File: src/rtl/uart_pkg.sv
// Shared types and constants for the oversampled UART receiver.
package uart_pkg;

    typedef enum logic [2:0] {
        IDLE,
        START,
        DATA,
        PARITY,
        STOP,
        WAIT_HIGH
    } state_t;

    localparam int OVERSAMPLE = 8;
    localparam int PH_W       = $clog2(OVERSAMPLE);

    localparam logic [PH_W-1:0] SAMPLE_PH0 = PH_W'(3);
    localparam logic [PH_W-1:0] SAMPLE_PH1 = PH_W'(4);
    localparam logic [PH_W-1:0] SAMPLE_PH2 = PH_W'(5);
    localparam logic [PH_W-1:0] LAST_PH    = PH_W'(7);

    function automatic logic maj3(input logic a, input logic b, input logic c);
        return (a & b) | (a & c) | (b & c);
    endfunction

endpackage

File: src/rtl/uart_sync2.sv
// Generic two-flop synchroniser for an asynchronous single-bit input.
module uart_sync2 #(
    parameter logic RST_VAL = 1'b1
) (
    input  logic clk,
    input  logic rst,
    input  logic d,
    output logic q
);

    logic meta;

    // NOTE: clocked state uses non-blocking assignments so both flops sample the pre-edge values.
    always_ff @(posedge clk or negedge rst) begin
        if (!rst) begin
            meta <= RST_VAL;
            q    <= RST_VAL;
        end else begin
            meta <= d;
            q    <= meta;
        end
    end

endmodule

File: src/rtl/uart_rx.sv
// 8x-oversampled UART receiver: start qualification, 2-of-3 mid-bit voting,
// LSB-first data, optional parity and stop-bit checking.
module uart_rx
    import uart_pkg::*;
#(
    parameter int DATA_BITS  = 8,
    parameter int PARITY_EN  = 0,
    parameter int PARITY_ODD = 0
) (
    input  logic                 clk,
    input  logic                 rst,
    input  logic                 tick_8x,
    input  logic                 rx,
    output logic [DATA_BITS-1:0] rx_data,
    output logic                 rx_valid,
    output logic                 parity_err,
    output logic                 frame_err,
    output logic                 busy
);

    localparam logic       HAS_PARITY = (PARITY_EN != 0);
    localparam logic       ODD        = (PARITY_ODD != 0);
    localparam logic [2:0] LAST_BIT   = 3'(DATA_BITS - 1);

    state_t                state;
    logic [PH_W-1:0]       ph;
    logic [2:0]            bit_idx;
    logic                  s3, s4;
    logic                  par_bit;
    logic [DATA_BITS-1:0]  shreg;
    logic                  rx_s;
    logic                  vote;

    uart_sync2 #(.RST_VAL(1'b1)) u_sync (
        .clk (clk),
        .rst (rst),
        .d   (rx),
        .q   (rx_s)
    );

    // The third vote is the live ph=5 sample, so the decision lands on that tick.
    assign vote = maj3(s3, s4, rx_s);
    assign busy = (state != IDLE);

    always_ff @(posedge clk or negedge rst) begin
        if (!rst) begin
            state      <= IDLE;
            ph         <= '0;
            bit_idx    <= '0;
            s3         <= 1'b1;
            s4         <= 1'b1;
            par_bit    <= 1'b0;
            shreg      <= '0;
            rx_data    <= '0;
            rx_valid   <= 1'b0;
            parity_err <= 1'b0;
            frame_err  <= 1'b0;
        end else begin
            rx_valid   <= 1'b0;
            parity_err <= 1'b0;
            frame_err  <= 1'b0;
            if (tick_8x) begin
                if (state != IDLE) ph <= ph + 1'b1;
                if (ph == SAMPLE_PH0) s3 <= rx_s;
                if (ph == SAMPLE_PH1) s4 <= rx_s;
                case (state)
                    IDLE: begin
                        // The detecting tick is phase 0, so the next tick is phase 1.
                        if (!rx_s) begin
                            state <= START;
                            ph    <= PH_W'(1);
                        end
                    end
                    START: begin
                        if (ph == SAMPLE_PH2 && vote) begin
                            state <= IDLE;
                        end else if (ph == LAST_PH) begin
                            state   <= DATA;
                            bit_idx <= '0;
                        end
                    end
                    DATA: begin
                        if (ph == SAMPLE_PH2) shreg <= {vote, shreg[DATA_BITS-1:1]};
                        if (ph == LAST_PH) begin
                            if (bit_idx == LAST_BIT) state <= HAS_PARITY ? PARITY : STOP;
                            else                     bit_idx <= bit_idx + 1'b1;
                        end
                    end
                    PARITY: begin
                        if (ph == SAMPLE_PH2) par_bit <= vote;
                        if (ph == LAST_PH)    state   <= STOP;
                    end
                    STOP: begin
                        // Leave at mid-stop so a short stop bit still lets the next start resync.
                        if (ph == SAMPLE_PH2) begin
                            rx_data    <= shreg;
                            rx_valid   <= 1'b1;
                            parity_err <= HAS_PARITY && (par_bit != ((^shreg) ^ ODD));
                            frame_err  <= ~vote;
                            state      <= vote ? IDLE : WAIT_HIGH;
                        end
                    end
                    WAIT_HIGH: begin
                        if (rx_s) state <= IDLE;
                    end
                    default: state <= IDLE;
                endcase
            end
        end
    end

endmodule
File: config.mk
export PLATFORM = sky130hd
export DESIGN_NAME = uart_rx
export DESIGN_NICKNAME = d
export VERILOG_FILES = /design/src/rtl/uart_pkg.sv /design/src/rtl/uart_sync2.sv /design/src/rtl/uart_rx.sv
export SDC_FILE = /design/constraint.sdc
export NUM_CORES = 1
export LEC_CHECK = 0
export ABC_AREA = 1
export CAP_MARGIN = 20
export CORE_ASPECT_RATIO = 0.6
export CORE_MARGIN = 2
export CORE_UTILIZATION = 40
export CTS_CLUSTER_DIAMETER = 200
export DETAILED_ROUTE_END_ITERATION = 8
export SETUP_SLACK_MARGIN = 0.2
export SLEW_MARGIN = 20
export SYNTH_ARGS = -nofsm -noshare
export SYNTH_HDL_FRONTEND = slang
export SYNTH_SLANG_ARGS = --single-unit
File: constraint.sdc
create_clock -name clk -period 1.6 [get_ports clk]
set_input_delay 0.32 -clock clk [delete_from_list [all_inputs] [get_ports clk]]
set_output_delay 0.32 -clock clk [all_outputs]
set_load 0.03 [all_outputs]
==> summary.txt, run 1 <==
Power
  • Reg power frac: between 30% and 40%
  • Power Density: ~1200 nW/um^2
  • Clock share of power: 29.6%
  • Fraction of power consumed by combinational cells: between 30 and 40%
  • Net switching fraction of the power: roughly 34%
  • Final Total Pwr: roughly 2.7 mW
  • Leakage power of the design: between 1 and 1.5 nW
  • Max VDD drop: approximately 0.55 mV
  • Switching component of the power: slightly above 0.9 mW
  • Internal power summed over all cells: between 1.5 and 2 mW

Timing
  • Final Slew Violations: 0
  • Count of final hold-check violations: 0
  • Clock period minus final worst setup slack: approximately 1400 ps
  • Maximum clock frequency: about 700 MHz
  • Sum of negative setup slack: 0 ps
  • Final-layout worst hold slack: 359 ps
  • Clock skew: about 4.1 ps
  • Final setup violation count: 0
  • RSZ-0062 raised after global routing: yes
  • Period Utilization, post-route: approximately 90%

Yosys
  • Dominant cells by area after synthesis: sky130_fd_sc_hd__dfrtp_1 (42%), sky130_fd_sc_hd__nand2_1 (11%), sky130_fd_sc_hd__o21ai_2 (8.2%)
  • Number of synthesized register bits: 31
  • Library cell with the largest summed area after synthesis: sky130_fd_sc_hd__dfrtp_1
  • Sequential fraction of the synthesis area: about half
  • Yosys top cell area share: roughly 42%
  • Post-synthesis average cell area: between 8 and 9 sq um
  • Post-Syn Area: 1590 sq um
  • Synthesis Warnings: 0
  • Net Count, Synth: between 150 and 200
  • Number of instances in the synthesized netlist: 179
  • Count of distinct cell types in the synthesized netlist: 25

Die
  • Rows: 17
  • I/O pin cnt: 16
  • Width of the die: around 85 um
  • Die area: approximately 4500 sq um
  • Height of the die: about 53 um
  • Standard cell core area: ~3700 sq um
  • Starting Density: a little over two fifths

Detailed routing
  • Drt pass-1 iters: 4
  • Initial detailed-routing violation count: approximately 110
  • Total wire length after detailed routing: ~3600 um
  • DRC violation count after routing: 0
  • Post-route ant nets: 0
  • Final routed wire length divided by cell count: between 10 and 15 um
  • Via density per instance: 4.98
  • Routed via count: 1309

Critical path
  • WP data required: 1770 ps
  • Capture instance of the worst register-to-register path: bit_idx[2]
  • Largest stage delay, worst path: approximately 420 ps
  • Most frequent cell on the critical path: sky130_fd_sc_hd__nand2_4
  • Critical path launch point type: register
  • Worst reg-to-reg path cell count: 10
  • Worst-case register-to-register setup slack: 160 ps
  • Crit-path cells: inv_2 -> ha_4 -> nand2_4 -> inv_2 -> nand3_4 -> nand2_4 -> o21ai_4 -> nand2_4 -> nand2_2 -> nand2_1
  • Cell with the largest stage delay on the worst path: sky130_fd_sc_hd__dfrtp_1
  • Crit Path Class: register to register
  • Top fanout value on the critical path: 4
  • Kind of end point of the critical path: register
  • Worst reg2reg path startpoint: ph[1]
  • CP Data Arrival Time: around 1600 ps

Global routing
  • Largest net degree at the start of global routing: 32
  • Vias in the first global route: roughly 1200
  • Global-route usage over all layers: ~17%
  • Remaining global-route overflow: 0
  • Busiest layer in global routing: met2
  • Global-route wire length before repair: between 5000 and 6000 um
  • Met3 track utilization from global routing: roughly 6.7%
  • Met1 demand-to-capacity share in global routing: between 20% and 30%
  • Global routing usage on met2: 26.4%
  • Antenna violations before repair: 0

Layout
  • Number of diodes: 0
  • Sequential cell area: roughly 780 sq um
  • Total of fill cells in the finished design: 303
  • Multi-input gate area: around 860 sq um
  • Final nets: between 200 and 250
  • Relative area change from synthesis to final layout: 39.2%
  • Share of the core filled with cells in the final layout: between 50 and 60%
  • Proportion of layout cells with a drive suffix above 1: a little over two fifths

CTS
  • Clock transition at path regs: 70 ps
  • Clock latency on the worst-skew pair: 280 ps
  • Number of sinks driven by the clock tree: 31
  • CTS buffer count: 5
  • Longest Clk Path Bufs: 2
  • Hold Buf Count CTS: 0
  • H-tree level count: 2
  • TritonCTS clock tree: done
  • Library cell used as clock root buffer: sky130_fd_sc_hd__clkbuf_8

Min path
  • Class of the worst hold path: register to register
  • WHS Path Cells: 0
  • Hold EP: u_sync.q
  • HP Start: u_sync.meta

Outcome
  • Result of the run: finished, final reports clean

Flow run
  • Max-cap viol count: 0

Place
  • Routability cong.: between 0.8 and 0.9
  • # port buffers: 14
  • Placed wire-length estimate: 2350 um
-- Yosys cell counts, drive strengths merged --
cell    count
ha          7
conb        1
nand3      15
inv        25
nor3        4
o22ai       1
buf         4
dfstp       4
nand2      53
a31oi       1
dfrtp      27
nor2       11
o21bai      3
o21ai      21
a21oi       2
-- state kept, by name, indices dropped and copies added, names as in the netlist --
register and cells:
rx_data 8, shreg 8, bit_idx 3, ph 3, state 3, frame_err 1
rx_valid 1, s3 1, s4 1, u_sync.meta 1, u_sync.q 1
-- cells by family (layout without fill, tap and decap cells) --
| kind of cell | Yosys count | after routing | share of synthesized area (%) |
|---|---|---|---|
| buffers and inverters | 29 | 66 | 8.24 |
| other | 1 | 1 | 0.235 |
| and+or+nand+nor | 83 | 83 | 23.9 |
| AOI/OAI and AO/OA | 28 | 28 | 13.2 |
| DFF | 31 | 31 | 49.0 |
| adders and majority gates | 7 | 7 | 5.49 |
-- critical path: cells and delay by family (launching register included) --
kind	cells	cell delay, ps
buffers and inverters	2	120
AO/OA/AOI/OAI	1	180
adder cells (fa/ha/maj)	1	160
AND/OR/NAND/NOR	6	450
flip-flops	1	420
-- per-stage QoR --
step | instances | worst slack [ps] | area [sq um]
after floorplan | 179 | 223 | 1610
after global placement | 247 | -5.47 | 1860
final | 263 | 162 | 2220
after detailed placement | 247 | -37.1 | 1860
after global routing | 263 | 92.7 | 2220
after CTS | 260 | 16.9 | 2150
-- layout by cell type (no fill, tap or decap), types with 2 or more instances in the layout --
cell	count
sky130_fd_sc_hd__buf_4	15
sky130_fd_sc_hd__buf_6	3
sky130_fd_sc_hd__clkbuf_8	6
sky130_fd_sc_hd__clkdlybuf4s15_1	4
sky130_fd_sc_hd__clkdlybuf4s50_1	3
sky130_fd_sc_hd__dfrtp_1	26
sky130_fd_sc_hd__dfstp_2	4
sky130_fd_sc_hd__dlygate4sd2_1	6
sky130_fd_sc_hd__ha_1	2
sky130_fd_sc_hd__ha_4	4
sky130_fd_sc_hd__inv_1	17
sky130_fd_sc_hd__inv_2	6
sky130_fd_sc_hd__nand2_1	36
sky130_fd_sc_hd__nand2_2	13
sky130_fd_sc_hd__nand2_4	4
sky130_fd_sc_hd__nand3_1	10
sky130_fd_sc_hd__nand3_2	3
sky130_fd_sc_hd__nand3_4	2
sky130_fd_sc_hd__nor2_1	6
sky130_fd_sc_hd__nor2_2	3
sky130_fd_sc_hd__nor2_4	2
sky130_fd_sc_hd__nor3_4	2
sky130_fd_sc_hd__o21ai_0	4
sky130_fd_sc_hd__o21ai_1	2
sky130_fd_sc_hd__o21ai_2	13
sky130_fd_sc_hd__o21ai_4	2
sky130_fd_sc_hd__o21bai_1	3
-- layer usage --
layer  vias up  part of all wire (%)
li1        639                     -
met3         2                   4.1
met4         0                  0.17
met1       640                    48
met2        28                    47
met5         -                     0
-- timing repair --
item	CTS	global route
setup buffers	5	3
pin swaps	11	11
endpoints found under the setup margin	33	25
resized for setup	45	19
endpoints found under the hold margin	0	0
-- layout make-up --
class / instances / share of cell area [%]
well taps: 47 / 2.65
multi-input cells: 119 / 39.0
flip-flops and latches: 31 / 35.3
repair buffers: 33 / 13.3
clock buffers: 6 / 3.72
clock inverters: 2 / 1.58
inverters: 25 / 4.57
-- power by group through the flow --
stage / Sequential (mW) / Clock, mW / Combinational [mW]
2_1_floorplan: 0.960 / 0 / 0.416
3_3_place_gp: 0.949 / 0 / 0.649
3_5_place_dp: 0.954 / 0 / 0.677
4_1_cts: 0.947 / 0.822 / 0.866
5_1_grt: 0.980 / 0.875 / 1.02
6_report: 0.969 / 0.798 / 0.932
-- worst max path at each step --
stage,start,end,cells past startpoint
2_1_floorplan,ph[0],state[0],7
3_3_place_gp,tick_8x,shreg[4],6
3_5_place_dp,tick_8x,shreg[5],6
4_1_cts,state[1],busy,3
5_1_grt,ph[1],bit_idx[0],10
6_report,ph[1],bit_idx[2],10
(Power assumes the default switching activity.)
==> run 2: changes to the inputs <==
--- a/config.mk
+++ b/config.mk
@@ -12,6 +12,7 @@
 export CORE_UTILIZATION = 40
 export CTS_CLUSTER_DIAMETER = 200
 export DETAILED_ROUTE_END_ITERATION = 8
+export GPL_TIMING_DRIVEN = 0
 export SETUP_SLACK_MARGIN = 0.2
 export SLEW_MARGIN = 20
 export SYNTH_ARGS = -nofsm -noshare
==> run 2 against run 1 <==
  * Setup slack worse by 55 ps
  * Combinational power grew 4.5%
  * Maximum frequency down 3.7%
  * Via count up 4.2%
  * Largest power group unchanged
  * Sequential share of layout area grew 1.2 points
  * Register-to-register slack lost 30 ps
==> summary.txt, run 2 (synthesized netlist as in run 1, its figures left out) <==
Outcome
  • Result of the run: finished, final reports clean

Timing
  • Final setup violation count: 0 (unchanged)
  • Sum of negative setup slack: 0 ps (unchanged)
  • Slew at the pin closest to its max-slew limit: 680 ps
  • RSZ-0062 raised after global routing: yes
  • Clock period minus final worst setup slack: 1490 ps (+55.4 ps)
  • Maximum clock frequency: 670 MHz (-3.7%)
  • Count of final hold-check violations: 0 (unchanged)
  • Relative slew margins: between 50 and 60%
  • Final setup slack of the worst path: 107 ps (-55.4 ps)
  • Final Slew Violations: 0 (unchanged)
  • Clock skew: 4.63 ps (+0.516 ps)
  • Period Utilization, post-route: 93.3% (+3.5 points)

Layout
  • Highest-count cells in the layout ignoring fill and taps: sky130_fd_sc_hd__nand2_1 (41), sky130_fd_sc_hd__dfrtp_1 (24), sky130_fd_sc_hd__inv_1 (18)
  • Relative area change from synthesis to final layout: 35.2%
  • Proportion of layout cells with a drive suffix above 1: 41.7% (-0.93 points)
  • Design area: 2150 sq um (-2.9%)
  • Number of cells in the finished layout apart from fillers: 263 (unchanged)
  • Share of the core filled with cells in the final layout: 57.6% (-1.7 points)
  • Largest registers ranked by flip-flop count: rx_data (8), shreg (8)
  • Number of diodes: 0 (unchanged)
  • Most common cell after layout, fill and taps aside: sky130_fd_sc_hd__nand2_1
  • Final nets: 226 (unchanged)

Critical path
  • Capture instance of the worst register-to-register path: state[2]
  • Kind of end point of the critical path: output pin
  • Worst-case register-to-register setup slack: 130 ps (-30 ps)
  • Crit Path Class: register to output pin
  • Worst reg-to-reg path cell count: 8 (-2)
  • Critical path launch point type: register
  • CP Data Arrival Time: 1170 ps (-440 ps)
  • WP data required: 1280 ps (-490 ps)
  • Top fanout value on the critical path: 6 (+2)
  • Worst reg2reg path startpoint: ph[1]

CTS
  • Clock transition at path regs: 70 ps (about the same)
  • Clock latency on the worst-skew pair: 280 ps (about the same)
  • Longest Clk Path Bufs: 2 (unchanged)
  • CTS buffer count: 5 (unchanged)
  • TritonCTS clock tree: done
  • Hold Buf Count CTS: 0 (unchanged)
  • H-tree level count: 2 (unchanged)
  • Library cell used as clock root buffer: sky130_fd_sc_hd__clkbuf_8
  • Number of sinks driven by the clock tree: 31 (unchanged)

Min path
  • Class of the worst hold path: input port to async pin

Die
  • Die area: 4520 sq um (unchanged)
  • Width of the die: 85.5 um (unchanged)
  • Starting Density: 42.6% (unchanged)
  • I/O pin cnt: 16 (unchanged)
  • Rows: 17 (unchanged)
  • Height of the die: 52.9 um (unchanged)
  • Standard cell core area: 3740 sq um (unchanged)

Detailed routing
  • DRC violation count after routing: 0 (unchanged)
  • Initial detailed-routing violation count: 90 (-14%)
  • Final routed wire length divided by cell count: 14.2 um (+4.0%)
  • Total wire length after detailed routing: 3730 um (+4.0%)
  • Via density per instance: 5.19 (+4.2%)
  • Post-route ant nets: 0 (unchanged)
  • Drt pass-1 iters: 5 (+1)
  • Routed via count: 1364 (+4.2%)

Global routing
  • Largest net degree at the start of global routing: 32 (unchanged)
  • Global-route usage over all layers: 18.0% (+0.69 points)
  • Antenna violations before repair: 0 (unchanged)
  • Vias in the first global route: 1324 (+9.8%)
  • Remaining global-route overflow: 0 (unchanged)
  • Global-route wire length before repair: 6110 um (+5.1%)

Place
  • Post-place instance area: 1790 sq um (-3.9%)
  • Placed wire-length estimate: 2400 um (+1.9%)
  • Routability cong.: 0.835 (-4.8%)
  • Number of instances in the placed design: 239 (-3.2%)
  • DP Worst Slack: -164 ps (-127 ps)
  • # port buffers: 13 (-1)

Power
  • Reg power frac: 38.3% (+2.4 points)
  • Power Density: 1200 nW/um^2 (-1.3%)
  • Internal power summed over all cells: 1.64 mW (-7.4%)
  • Switching component of the power: 0.950 mW (+2.2%)
  • Fraction of power consumed by combinational cells: 37.6% (+3.1 points)
  • Max VDD drop: 0.600 mV (+9.3%)
  • Leakage power of the design: 1.06 nW (-1.9%)
  • Clock share of power: 24.1% (-5.5 points)
  • Net switching fraction of the power: 36.7% (+2.3 points)

Flow run
  • Max-cap viol count: 0 (unchanged)
[run 2: cell types whose count changed in the layout (fill, tap and decap cells not counted), moves of 3 or more]
cell                              delta
sky130_fd_sc_hd__nand3_1             -3
sky130_fd_sc_hd__dlygate4sd2_1       +3
sky130_fd_sc_hd__nand2_2             -4
sky130_fd_sc_hd__clkdlybuf4s15_1     -3
sky130_fd_sc_hd__nand2_1             +5
sky130_fd_sc_hd__nand3_2             +4
sky130_fd_sc_hd__buf_6               +3
[run 2: metal layers]
metal / global-route usage (%) / share of wire [%] / vias to the layer above
li1: - / - / 639
met5: 0 / 0 / -
met3: 5.62 / 6.7 / 16
met2: 28.3 / 45 / 63
met4: 9.26 / 3.2 / 0
met1: 22.8 / 45 / 646
[run 2: worst max-delay path by stage]
stage / startpoint / end / slack, ps / depth (start not counted)
6_report: state[0] / busy / 110 / 3
5_1_grt: state[0] / busy / 70 / 3
4_1_cts: state[1] / busy / 20 / 3
3_5_place_dp: state[2] / busy / -160 / 3
3_3_place_gp: rst / shreg[1] / -350 / 1
2_1_floorplan: ph[0] / state[0] / 220 / 7
[run 2: power groups by stage]
stage	Combinational (mW)	Clock, mW	Sequential (mW)
2_1_floorplan	0.416	0	0.960
3_3_place_gp	0.538	0	0.977
3_5_place_dp	0.573	0	0.980
4_1_cts	0.771	0.643	0.976
5_1_grt	1.03	0.676	0.999
6_report	0.974	0.624	0.990
[run 2: timing repair]
| action | 4_1_cts | 5_1_grt |
|---|---|---|
| setup endpoints to repair | 33 | 22 |
| buffers inserted | 8 | 8 |
| pin swaps | 11 | 3 |
| resized for setup | 45 | 13 |
[run 2: critical path, stage by stage (launching register included)]
cell and delay (ps):
sky130_fd_sc_hd__dfrtp_2 480, sky130_fd_sc_hd__nor2_4 190, sky130_fd_sc_hd__nand2_4 80, sky130_fd_sc_hd__buf_6 140
[run 2: area by class of cell]
cell class,instances,area [sq um]
inverters,25,101
multi-input cells,119,822
fillers,317,1590
flip-flops and latches,31,785
repair buffers,29,259
clock inverters,1,5.00
well taps,47,58.8
plain buffers,4,37.5
clock buffers,7,86.3
[run 2: metrics by stage]
step / hold WS, ps / total power [mW]
after global routing: 133 / 2.71
after CTS: 108 / 2.39
after global placement: 348 / 1.51
after floorplan: 24.4 / 1.38
after detailed placement: 347 / 1.55
final: 77.9 / 2.59
==> run 3: changes to the inputs <==
--- a/config.mk
+++ b/config.mk
@@ -7,7 +7,7 @@
 export LEC_CHECK = 0
 export ABC_AREA = 1
 export CAP_MARGIN = 20
-export CORE_ASPECT_RATIO = 0.6
+export CORE_ASPECT_RATIO = 1.25
 export CORE_MARGIN = 2
 export CORE_UTILIZATION = 40
 export CTS_CLUSTER_DIAMETER = 200
==> run 3 against run 2 <==
  * Final area up 10%
  * Via count down 1.2%
  * Final cell count rose by 4.2%
  * Routed wire length up 4.2%
  * Maximum frequency is essentially flat
  * First-iteration DRC count shrank 57%
  * Sequential power rose by 0.7%
  * Clock power up 19%
  * Setup slack got worse by 0.84 ps
  * Critical path depth up 6
==> summary.txt, run 3 (synthesized netlist as in run 1, its figures left out) <==
Outcome
  • Result of the run: finished, final reports clean

Power
  • Leakage power of the design: 1.12 nW (+5.8%)
  • Clock share of power: 26.6% (+2.5 points)
  • Switching component of the power: 0.987 mW (+3.9%)
  • Power Density: 1170 nW/um^2 (-2.2%)
  • Reg power frac: 35.7% (-2.6 points)
  • Net switching fraction of the power: 35.4% (-1.3 points)
  • Fraction of power consumed by combinational cells: 37.6% (about the same)
  • Internal power summed over all cells: 1.80 mW (+10%)
  • Max VDD drop: 0.611 mV (+1.7%)

Timing
  • Sum of negative setup slack: 0 ps (unchanged)
  • Clock skew: 4.02 ps (-0.604 ps)
  • RSZ-0062 raised after global routing: yes
  • Period Utilization, post-route: 93.4% (about the same)
  • Final Slew Violations: 0 (unchanged)
  • Count of final hold-check violations: 0 (unchanged)
  • Relative slew margins: 54.6% (-0.062 points)
  • Clock period minus final worst setup slack: 1490 ps (+0.835 ps)
  • Final setup violation count: 0 (unchanged)
  • Slew at the pin closest to its max-slew limit: 681 ps (+0.935 ps)
  • Maximum clock frequency: 669 MHz (about the same)

Min path
  • Class of the worst hold path: input port to async pin

Critical path
  • Most frequent cell on the critical path: sky130_fd_sc_hd__nand2_2
  • Worst-case register-to-register setup slack: 110 ps (-20 ps)
  • Worst reg-to-reg path cell count: 9 (+1)
  • Kind of end point of the critical path: register
  • Top fanout value on the critical path: 3 (-3)
  • Crit Path Class: register to register
  • Cell with the largest stage delay on the worst path: sky130_fd_sc_hd__dfrtp_1
  • Worst reg2reg path startpoint: bit_idx[0]
  • Critical path launch point type: register
  • Largest stage delay, worst path: 370 ps (-110 ps)
  • Capture instance of the worst register-to-register path: state[2]
  • CP Data Arrival Time: 1650 ps (+480 ps)
  • Crit-path cells: ha_2 -> ha_4 -> inv_4 -> nand3_4 -> nand2_2 -> nor2_2 -> nand2_2 -> o21bai_1 -> nand2_1
  • WP data required: 1760 ps (+480 ps)

CTS
  • CTS buffer count: 5 (unchanged)
  • H-tree level count: 2 (unchanged)
  • Library cell used as clock root buffer: sky130_fd_sc_hd__clkbuf_8
  • Number of sinks driven by the clock tree: 31 (unchanged)
  • TritonCTS clock tree: done
  • Clock latency on the worst-skew pair: 280 ps (about the same)
  • Longest Clk Path Bufs: 2 (unchanged)
  • Hold Buf Count CTS: 0 (unchanged)
  • Clock transition at path regs: 60 ps (about the same)

Die
  • Starting Density: 41.8% (-0.81 points)
  • Die area: 4510 sq um (-0.30%)
  • Width of the die: 60.5 um (-29%)
  • Height of the die: 74.6 um (+41%)
  • Rows: 25 (+8)
  • Standard cell core area: 3820 sq um (+1.9%)
  • I/O pin cnt: 16 (unchanged)

Detailed routing
  • Total wire length after detailed routing: 3880 um (+4.2%)
  • Routed met2 length: 2060 um (+23%)
  • Final routed wire length divided by cell count: 14.2 um (about the same)
  • DRC violation count after routing: 0 (unchanged)
  • Routed via count: 1348 (-1.2%)
  • Met1 Routed Length: 1530 um (-9.2%)
  • Initial detailed-routing violation count: 39 (-57%)
  • Met3 WL: 176 um (-29%)
  • Drt pass-1 iters: 4 (-1)
  • Max Used Layer: met4
  • Post-route ant nets: 0 (unchanged)
  • Via density per instance: 4.92 (-5.1%)

Layout
  • Most common cell after layout, fill and taps aside: sky130_fd_sc_hd__nand2_1
  • Highest-count cells in the layout ignoring fill and taps: sky130_fd_sc_hd__nand2_1 (29), sky130_fd_sc_hd__dfrtp_1 (23), sky130_fd_sc_hd__buf_4 (17)
  • Share of the core filled with cells in the final layout: 62.2% (+4.6 points)
  • Final nets: 231 (+2.2%)
  • Number of diodes: 0 (unchanged)
  • Multi-input gate area: 952 sq um (+16%)
  • Proportion of layout cells with a drive suffix above 1: 52.7% (+11 points)
  • Number of cells in the finished layout apart from fillers: 274 (+4.2%)
  • Total of fill cells in the finished design: 337 (+6.3%)
  • Largest registers ranked by flip-flop count: rx_data (8), shreg (8)
  • Sequential cell area: 786 sq um (+0.16%)
  • Relative area change from synthesis to final layout: 48.9%

Global routing
  • Global-route usage over all layers: 17.6% (-0.49 points)
  • Antenna violations before repair: 0 (unchanged)
  • Global-route wire length before repair: 5710 um (-6.4%)
  • Vias in the first global route: 1219 (-7.9%)
  • Remaining global-route overflow: 0 (unchanged)
  • Largest net degree at the start of global routing: 32 (unchanged)

Place
  • Routability cong.: 0.856 (+2.5%)
  • # port buffers: 13 (unchanged)
  • Placed wire-length estimate: 2270 um (-5.4%)
  • Number of instances in the placed design: 246 (+2.9%)

Flow run
  • Max-cap viol count: 0 (unchanged)
## run 3: cell count changes in the layout (fill, tap and decap cells not counted), moves of 3 or more
cell / delta
sky130_fd_sc_hd__clkbuf_2: +4
sky130_fd_sc_hd__inv_4: +3
sky130_fd_sc_hd__nand2_2: +7
sky130_fd_sc_hd__buf_4: +3
sky130_fd_sc_hd__nand2_4: +4
sky130_fd_sc_hd__nand3_2: -4
sky130_fd_sc_hd__nand2_1: -12
sky130_fd_sc_hd__dlygate4sd2_1: -3
sky130_fd_sc_hd__nand3_4: +3
## run 3: power by group through the flow
stage	clock, mW	combinational (mW)	sequential (mW)
detailed placement	0	0.557	0.982
CTS	0.763	0.663	0.983
floorplan	0	0.416	0.960
global placement	0	0.531	0.976
finish	0.743	1.05	0.997
global route	0.798	1.14	1.01
## run 3: final cells by class
cell class                      instances  share of cell area (%)
Inverter                               25                    4.59
Sequential cell                        31                    33.1
Tap cell                               54                    2.85
Clock inverter                          1                    1.27
Buffer                                  4                    2.11
Timing Repair Buffer                   34                    12.9
Multi-Input combinational cell        119                    40.1
Clock buffer                            6                    3.06
## run 3: repair_timing
item	CTS	global route
gates cloned	0	2
buffers inserted	5	14
pin swaps	5	21
endpoints found under the setup margin	33	23
resized for setup	35	69
## run 3: how the worst max path moves through the flow
stage | start | end | slack, ps | depth (start not counted)
2_1_floorplan | ph[0] | state[0] | 220 | 7
3_3_place_gp | rst | shreg[4] | -350 | 1
3_5_place_dp | state[0] | busy | -130 | 3
4_1_cts | state[0] | busy | -50 | 3
5_1_grt | state[0] | state[2] | 6 | 9
6_report | bit_idx[0] | state[2] | 110 | 9
## run 3: stage by stage
stage / total power [mW] / area, sq um / hold slack (ps) / setup slack, ps
3_3_place_gp: 1.51 / 1800 / 346 / -350
5_1_grt: 2.95 / 2370 / 127 / 6.41
6_report: 2.79 / 2370 / 70.7 / 106
2_1_floorplan: 1.38 / 1610 / 24.4 / 223
3_5_place_dp: 1.54 / 1800 / 349 / -128
4_1_cts: 2.41 / 2000 / 109 / -48.6
## run 3: worst max-delay path: cells and delay by family, from the launching register on
kind | cells | cell delay, ps
flops | 1 | 370
simple gates | 5 | 460
fa+ha+maj | 2 | 330
compound gates | 1 | 170
buf+inv | 1 | 30
## run 3: metal layers
metal,global-route usage (%),vias up
met2,27.1,35
met1,22.8,647
li1,-,656
met5,0,-
met4,6.76,0
met3,5.91,10
